==> src/rtl/circle_pkg.sv <==
// Shared constants and types for the midpoint circle rasteriser.
package circle_pkg;

    // Default visible framebuffer size
    localparam int SCREEN_W_DEFAULT = 160;
    localparam int SCREEN_H_DEFAULT = 120;

    // Signed width of computed point coordinates and offsets (covers -255..510)
    localparam int COORD_W = 10;

    // Signed width of the midpoint decision variable
    localparam int CRIT_W = 11;

    typedef enum logic [1:0] {
        IDLE,
        INIT,
        PLOT,
        DONE
    } state_t;

endpackage

==> src/rtl/circle_octant_pt.sv <==
// Maps the current octant offset pair onto one screen point and flags whether
// that point lies inside the visible framebuffer.
module circle_octant_pt
    import circle_pkg::*;
#(
    parameter int SCREEN_W = SCREEN_W_DEFAULT,
    parameter int SCREEN_H = SCREEN_H_DEFAULT
) (
    input  logic [7:0]                cx,
    input  logic [6:0]                cy,
    input  logic signed [COORD_W-1:0] ox,
    input  logic signed [COORD_W-1:0] oy,
    input  logic [2:0]                oct,
    output logic [7:0]                x,
    output logic [6:0]                y,
    output logic                      in_bounds
);

    localparam logic signed [COORD_W-1:0] X_LIM = COORD_W'(SCREEN_W);
    localparam logic signed [COORD_W-1:0] Y_LIM = COORD_W'(SCREEN_H);

    logic signed [COORD_W-1:0] cx_s;
    logic signed [COORD_W-1:0] cy_s;
    logic signed [COORD_W-1:0] px;
    logic signed [COORD_W-1:0] py;

    assign cx_s = $signed({2'b00, cx});
    assign cy_s = $signed({3'b000, cy});

    // Select the mirrored point for this octant, in fixed drawing order
    always_comb begin
        px = cx_s + ox;
        py = cy_s + oy;
        case (oct)
            3'd0: begin px = cx_s + ox; py = cy_s + oy; end
            3'd1: begin px = cx_s + oy; py = cy_s + ox; end
            3'd2: begin px = cx_s - ox; py = cy_s + oy; end
            3'd3: begin px = cx_s - oy; py = cy_s + ox; end
            3'd4: begin px = cx_s - ox; py = cy_s - oy; end
            3'd5: begin px = cx_s - oy; py = cy_s - ox; end
            3'd6: begin px = cx_s + ox; py = cy_s - oy; end
            default: begin px = cx_s + oy; py = cy_s - ox; end
        endcase
    end

    // Negative coordinates show up as a set sign bit
    assign in_bounds = !px[COORD_W-1] && (px < X_LIM) &&
                       !py[COORD_W-1] && (py < Y_LIM);

    assign x = px[7:0];
    assign y = py[6:0];

endmodule

==> src/rtl/circle_drawer.sv <==
// Midpoint circle rasteriser: latches centre/radius/colour on request, then
// emits one octant point per cycle (clipped to the screen) until the octant
// sweep completes, and finally holds done until start is released.
module circle_drawer
    import circle_pkg::*;
#(
    parameter int SCREEN_W = SCREEN_W_DEFAULT,
    parameter int SCREEN_H = SCREEN_H_DEFAULT
) (
    input  logic       clk,
    input  logic       rst_n,
    input  logic       start,
    input  logic [2:0] colour,
    input  logic [7:0] centre_x,
    input  logic [6:0] centre_y,
    input  logic [7:0] radius,
    output logic       done,
    output logic [7:0] vga_x,
    output logic [6:0] vga_y,
    output logic [2:0] vga_colour,
    output logic       vga_plot
);

    localparam logic signed [CRIT_W-1:0]  CRIT_ONE  = CRIT_W'(1);
    localparam logic signed [COORD_W-1:0] COORD_ONE = COORD_W'(1);

    state_t                    state_reg, state_next;
    logic [2:0]                oct_reg, oct_next;
    logic [7:0]                cx_reg, cx_next;
    logic [6:0]                cy_reg, cy_next;
    logic [2:0]                colour_reg, colour_next;
    logic signed [COORD_W-1:0] ox_reg, ox_next;
    logic signed [COORD_W-1:0] oy_reg, oy_next;
    logic signed [CRIT_W-1:0]  crit_reg, crit_next;

    // Midpoint step evaluated once per octant sweep
    logic                      crit_le0;
    logic signed [COORD_W-1:0] oy_inc;
    logic signed [COORD_W-1:0] ox_dec;
    logic signed [COORD_W-1:0] step;
    logic signed [CRIT_W-1:0]  step_ext;
    logic signed [CRIT_W-1:0]  crit_upd;

    assign crit_le0 = crit_reg[CRIT_W-1] || (crit_reg == '0);
    assign oy_inc   = oy_reg + COORD_ONE;
    assign ox_dec   = crit_le0 ? ox_reg : (ox_reg - COORD_ONE);
    assign step     = crit_le0 ? oy_inc : (oy_inc - ox_dec);
    assign step_ext = CRIT_W'(step);
    assign crit_upd = crit_reg + (step_ext <<< 1) + CRIT_ONE;

    logic [7:0] pt_x;
    logic [6:0] pt_y;
    logic       pt_in_bounds;

    circle_octant_pt #(
        .SCREEN_W (SCREEN_W),
        .SCREEN_H (SCREEN_H)
    ) u_octant_pt (
        .cx        (cx_reg),
        .cy        (cy_reg),
        .ox        (ox_reg),
        .oy        (oy_reg),
        .oct       (oct_reg),
        .x         (pt_x),
        .y         (pt_y),
        .in_bounds (pt_in_bounds)
    );

    // State and datapath registers; reset abandons any drawing in progress
    always_ff @(posedge clk or negedge rst_n) begin
        if (!rst_n) begin
            state_reg  <= IDLE;
            oct_reg    <= '0;
            cx_reg     <= '0;
            cy_reg     <= '0;
            colour_reg <= '0;
            ox_reg     <= '0;
            oy_reg     <= '0;
            crit_reg   <= '0;
        end else begin
            state_reg  <= state_next;
            oct_reg    <= oct_next;
            cx_reg     <= cx_next;
            cy_reg     <= cy_next;
            colour_reg <= colour_next;
            ox_reg     <= ox_next;
            oy_reg     <= oy_next;
            crit_reg   <= crit_next;
        end
    end

    // Next-state logic: latch on INIT, advance octant in PLOT, step the
    // midpoint variables after the eighth octant
    always_comb begin
        state_next  = state_reg;
        oct_next    = oct_reg;
        cx_next     = cx_reg;
        cy_next     = cy_reg;
        colour_next = colour_reg;
        ox_next     = ox_reg;
        oy_next     = oy_reg;
        crit_next   = crit_reg;
        case (state_reg)
            IDLE: begin
                if (start) begin
                    state_next = INIT;
                end
            end
            INIT: begin
                cx_next     = centre_x;
                cy_next     = centre_y;
                colour_next = colour;
                ox_next     = $signed({2'b00, radius});
                oy_next     = '0;
                crit_next   = CRIT_ONE - $signed({3'b000, radius});
                oct_next    = '0;
                state_next  = PLOT;
            end
            PLOT: begin
                if (oct_reg != 3'd7) begin
                    oct_next = oct_reg + 3'd1;
                end else begin
                    oct_next   = '0;
                    oy_next    = oy_inc;
                    ox_next    = ox_dec;
                    crit_next  = crit_upd;
                    state_next = (oy_inc <= ox_dec) ? PLOT : DONE;
                end
            end
            DONE: begin
                if (!start) begin
                    state_next = IDLE;
                end
            end
            default: begin
                state_next = IDLE;
            end
        endcase
    end

    // Pixel outputs are only meaningful while plotting; park them at zero otherwise
    always_comb begin
        vga_plot   = 1'b0;
        vga_x      = '0;
        vga_y      = '0;
        vga_colour = '0;
        done       = (state_reg == DONE);
        if (state_reg == PLOT) begin
            vga_plot   = pt_in_bounds;
            vga_x      = pt_x;
            vga_y      = pt_y;
            vga_colour = colour_reg;
        end
    end

endmodule

==> config.mk <==
export PLATFORM = sky130hd
export DESIGN_NAME = circle_drawer
export DESIGN_NICKNAME = d
export VERILOG_FILES = /design/src/rtl/circle_pkg.sv /design/src/rtl/circle_octant_pt.sv /design/src/rtl/circle_drawer.sv
export SDC_FILE = /design/constraint.sdc
export NUM_CORES = 1
export LEC_CHECK = 0
export ABC_AREA = 1
export BUFFER_PORTS_ARGS = -buffer_cell sky130_fd_sc_hd__buf_2
export CAP_MARGIN = 0
export CORE_MARGIN = 4
export CORE_UTILIZATION = 60
export CTS_CLUSTER_SIZE = 24
export DETAILED_ROUTE_END_ITERATION = 8
export HOLD_SLACK_MARGIN = 0.15
export PLACE_DENSITY = 0.84
export RECOVER_POWER = 100
export SLEW_MARGIN = 10
export SYNTH_ARGS = -nofsm -noshare
export SYNTH_HDL_FRONTEND = slang
export SYNTH_SLANG_ARGS = --single-unit
export TNS_END_PERCENT = 50
==> constraint.sdc <==
create_clock -name clk -period 4.6 [get_ports clk]
set_clock_uncertainty 0.05 [all_clocks]
set_input_delay 0.92 -clock clk [delete_from_list [all_inputs] [get_ports clk]]
set_output_delay 0.92 -clock clk [all_outputs]
set_load 0.05 [all_outputs]
==> run_results.csv <==
group,metric,value,unit
floorplan,core_area,0.008678,sq mm
clocking,cts_hold_buf,0,
place,dpl.cell_count,949,
logic_synthesis,async_flop_share,100.0,%
grt,grt_pass1_vias,5249,
cells_and_area,fin_util,72.17,%
floorplan,die_x,102.4,microns
clocking,clk_pin_slew,0.12,ns
sta,tns,-0.01378,ns
logic_synthesis,synth_area_leaders,"dfrtp_1, nand2_1, ha_1",
logic_synthesis,ys_seq_area_share,25.27,%
sta,period_share,100.3,%
floorplan,die_y,102.4,microns
grt,antenna_found_initial,1,
drt,dr.first_iter.drc_count,356,
clocking,cts.htree.levels,2,
cells_and_area,largest_reg_flops,11,
run_status,violations,"capacitance limit, slew limit, setup timing",
logic_synthesis,synthFlopType,"dfrtp_1",
run_status,status,"complete, but fails checks",
place,dpl.hpwl,12100,microns
cells_and_area,fin_cells,979,
sta,layout_min_cycle_time,4.614,ns
drt,routed_wl,15870,microns
logic_synthesis,yosys-top-cells-count,"nand2_1, inv_1, nor2_1, o21ai_0, dfrtp_1",
logic_synthesis,yosysWarnings,0,
cells_and_area,post-route-cell-area,0.006264,sq mm
job,max_cap_violations,1,
critical_path,worst_setup_path_end_kind,"primary output",
drt,detail-route-antenna-nets,0,
clocking,clkLatencyLatePin,0.33,ns
critical_path,required,3.63,ns
logic_synthesis,synth_top_area_cell,"dfrtp_1",
place,place_congestion,1.019,
sta,rsz0062_at_grt,"true",
min_path,hold_depth,2,
logic_synthesis,yosysUniqueCellTypes,50,
logic_synthesis,syn_area,0.005346,sq mm
grt,gr-total-overflow,0,
sta,slew_viol_final,35,
place,place.port_buffers,48,
critical_path,cp-start-kind,"flop",
sta,setup_slack,-0.01378,ns
floorplan,num_rows,34,
floorplan,start_util,61.61,%
drt,wl_per_cell,16.21,microns
critical_path,cp_max_fo,6,
drt,via_per_inst,5.741,
grt,grt_pass1_wl,25320,microns
sta,hold_violations,0,
clocking,clock_path_buffers,2,
sta,tightest_slew,1.958,ns
sta,max_freq,216.7,MHz
cells_and_area,area_delta_synth_final,17.15,%
logic_synthesis,netlist.area_leader.share,25.27,%
clocking,cts.sinks,54,
drt,firstDrtPassIters,6,
min_path,holdCritPathClass,"flop to flop",
logic_synthesis,synth.avg_cell_area,6.768,sq um
floorplan,ios,49,
place,placed_cell_area,0.005812,sq mm
cells_and_area,drive_gt1_share,19.17,%
cells_and_area,nets,951,
logic_synthesis,syn_nets,871,
cells_and_area,antenna_cells,0,
floorplan,die-area,0.01048,sq mm
sta,max_slew_margin,-30.54,%
grt,track_usage,30.34,%
clocking,cts_tree,"yes",
logic_synthesis,synth_edf_count,0,
critical_path,criticalPathCategory,"flop to primary output",
clocking,clockRootBuffer,"clkbuf_8",
critical_path,arrival,3.64,ns
clocking,cts_buffers,5,
critical_path,reg2reg_depth,25,
logic_synthesis,synth_seq_cells,54,
logic_synthesis,synth.most_common_cell,"nand2_1",
sta,setup_viol,1,
drt,num_vias,5620,
grt,grt_max_degree,35,
logic_synthesis,netlist_instances,790,
drt,drc,0,
[cell usage in the layout, fill, tap and decap left out, types with 7 or more instances in the layout]
cell and count:
inv_2 13, buf_2 27, o21ai_0 43, o22ai_1 13, a31oi_1 7, o21ai_2 8, clkbuf_1 18, buf_6 7
nor2_2 12, nand3_1 44, xor2_1 22, dfrtp_1 51, xnor2_1 12, a21oi_2 10, nor2_1 57, buf_4 36
nand2_1 202, o21ai_1 14, ha_1 44, a21oi_1 35, inv_1 96
[metrics by stage]
stage,hold slack [ns],setup WS (ns)
finish,0.4374,-0.01378
floorplan,0.3922,0.05439
CTS,0.4381,0.003340
detailed placement,0.4091,-0.07683
global placement,0.4034,0.1322
global route,0.4589,-0.2478
[timing repair]
item / in CTS / in global routing
pin swaps: 8 / 26
buffers inserted: 7 / 15
gates resized for setup: 24 / 51
endpoints found under the setup margin: 2 / 5
[per-layer routing]
| metal | share of wire (%) | GRT usage (%) | wire [microns] |
|---|---|---|---|
| met1 | 43 | 41.10 | 6792 |
| met2 | 48 | 50.62 | 7575 |
| met3 | 7.1 | 4.983 | 1128 |
| met4 | 2.3 | 7.770 | 360 |
| met5 | 0.082 | 0 | 13 |
[cell type report]
type                       instances  area (sq um)
multi-input combinational        600          3655
fill                             763          2415
sequential                        54          1355
timing repair buffer              93         579.3
inverter                         116         445.4
tap                              108         135.1
clock buffer                       5         68.82
clock inverter                     3         25.02
[worst max-delay path, cell delays in order, from the launching register on]
cell,delay (ns)
dfrtp_1,0.44
ha_2,0.20
ha_1,0.19
a21oi_2,0.19
inv_4,0.09
nand2_1,0.06
o21ai_0,0.09
a221oi_1,0.23
ha_1,0.34
a21oi_2,0.17
nand2_1,0.11
a21oi_2,0.14
o21bai_1,0.11
nand2_1,0.08
nand2_1,0.06
a21oi_2,0.18
nor2_2,0.06
nand2_2,0.06
xor2_1,0.14
nand3_1,0.09
nor2_2,0.12
buf_6,0.16
[cells by family (layout without fill, tap and decap cells)]
kind of cell / Yosys count / after routing / share of synthesized area (%)
compound gates: 164 / 164 / 18.23
xor+xnor: 36 / 36 / 5.897
fa+ha+maj: 52 / 52 / 12.59
buf+inv: 136 / 217 / 9.899
flops: 54 / 54 / 25.28
mux: 1 / 1 / 0.1872
simple gates: 347 / 347 / 27.92
[worst paths after layout]
kind	slack (ns)	end	startpoint
max in group asynchronous	1.22	ox_reg[1]$_DFFE_PN0P_	rst_n
worst max register to register	0.15	crit_reg[10]$_DFFE_PN0P_	crit_reg[0]$_DFFE_PN0P_
min in group asynchronous	0.74	colour_reg[2]$_DFFE_PN0P_	rst_n
worst max-delay path	-0.01	vga_plot	oct_reg[1]$_DFFE_PN0P_
worst min-delay path	0.44	colour_reg[1]$_DFFE_PN0P_	colour_reg[1]$_DFFE_PN0P_
worst min register to register	0.44	colour_reg[1]$_DFFE_PN0P_	colour_reg[1]$_DFFE_PN0P_
Power is left out: the tool's default activity adds up to more than one toggle a clock period on the data nets, which glitch-free logic cannot reach.
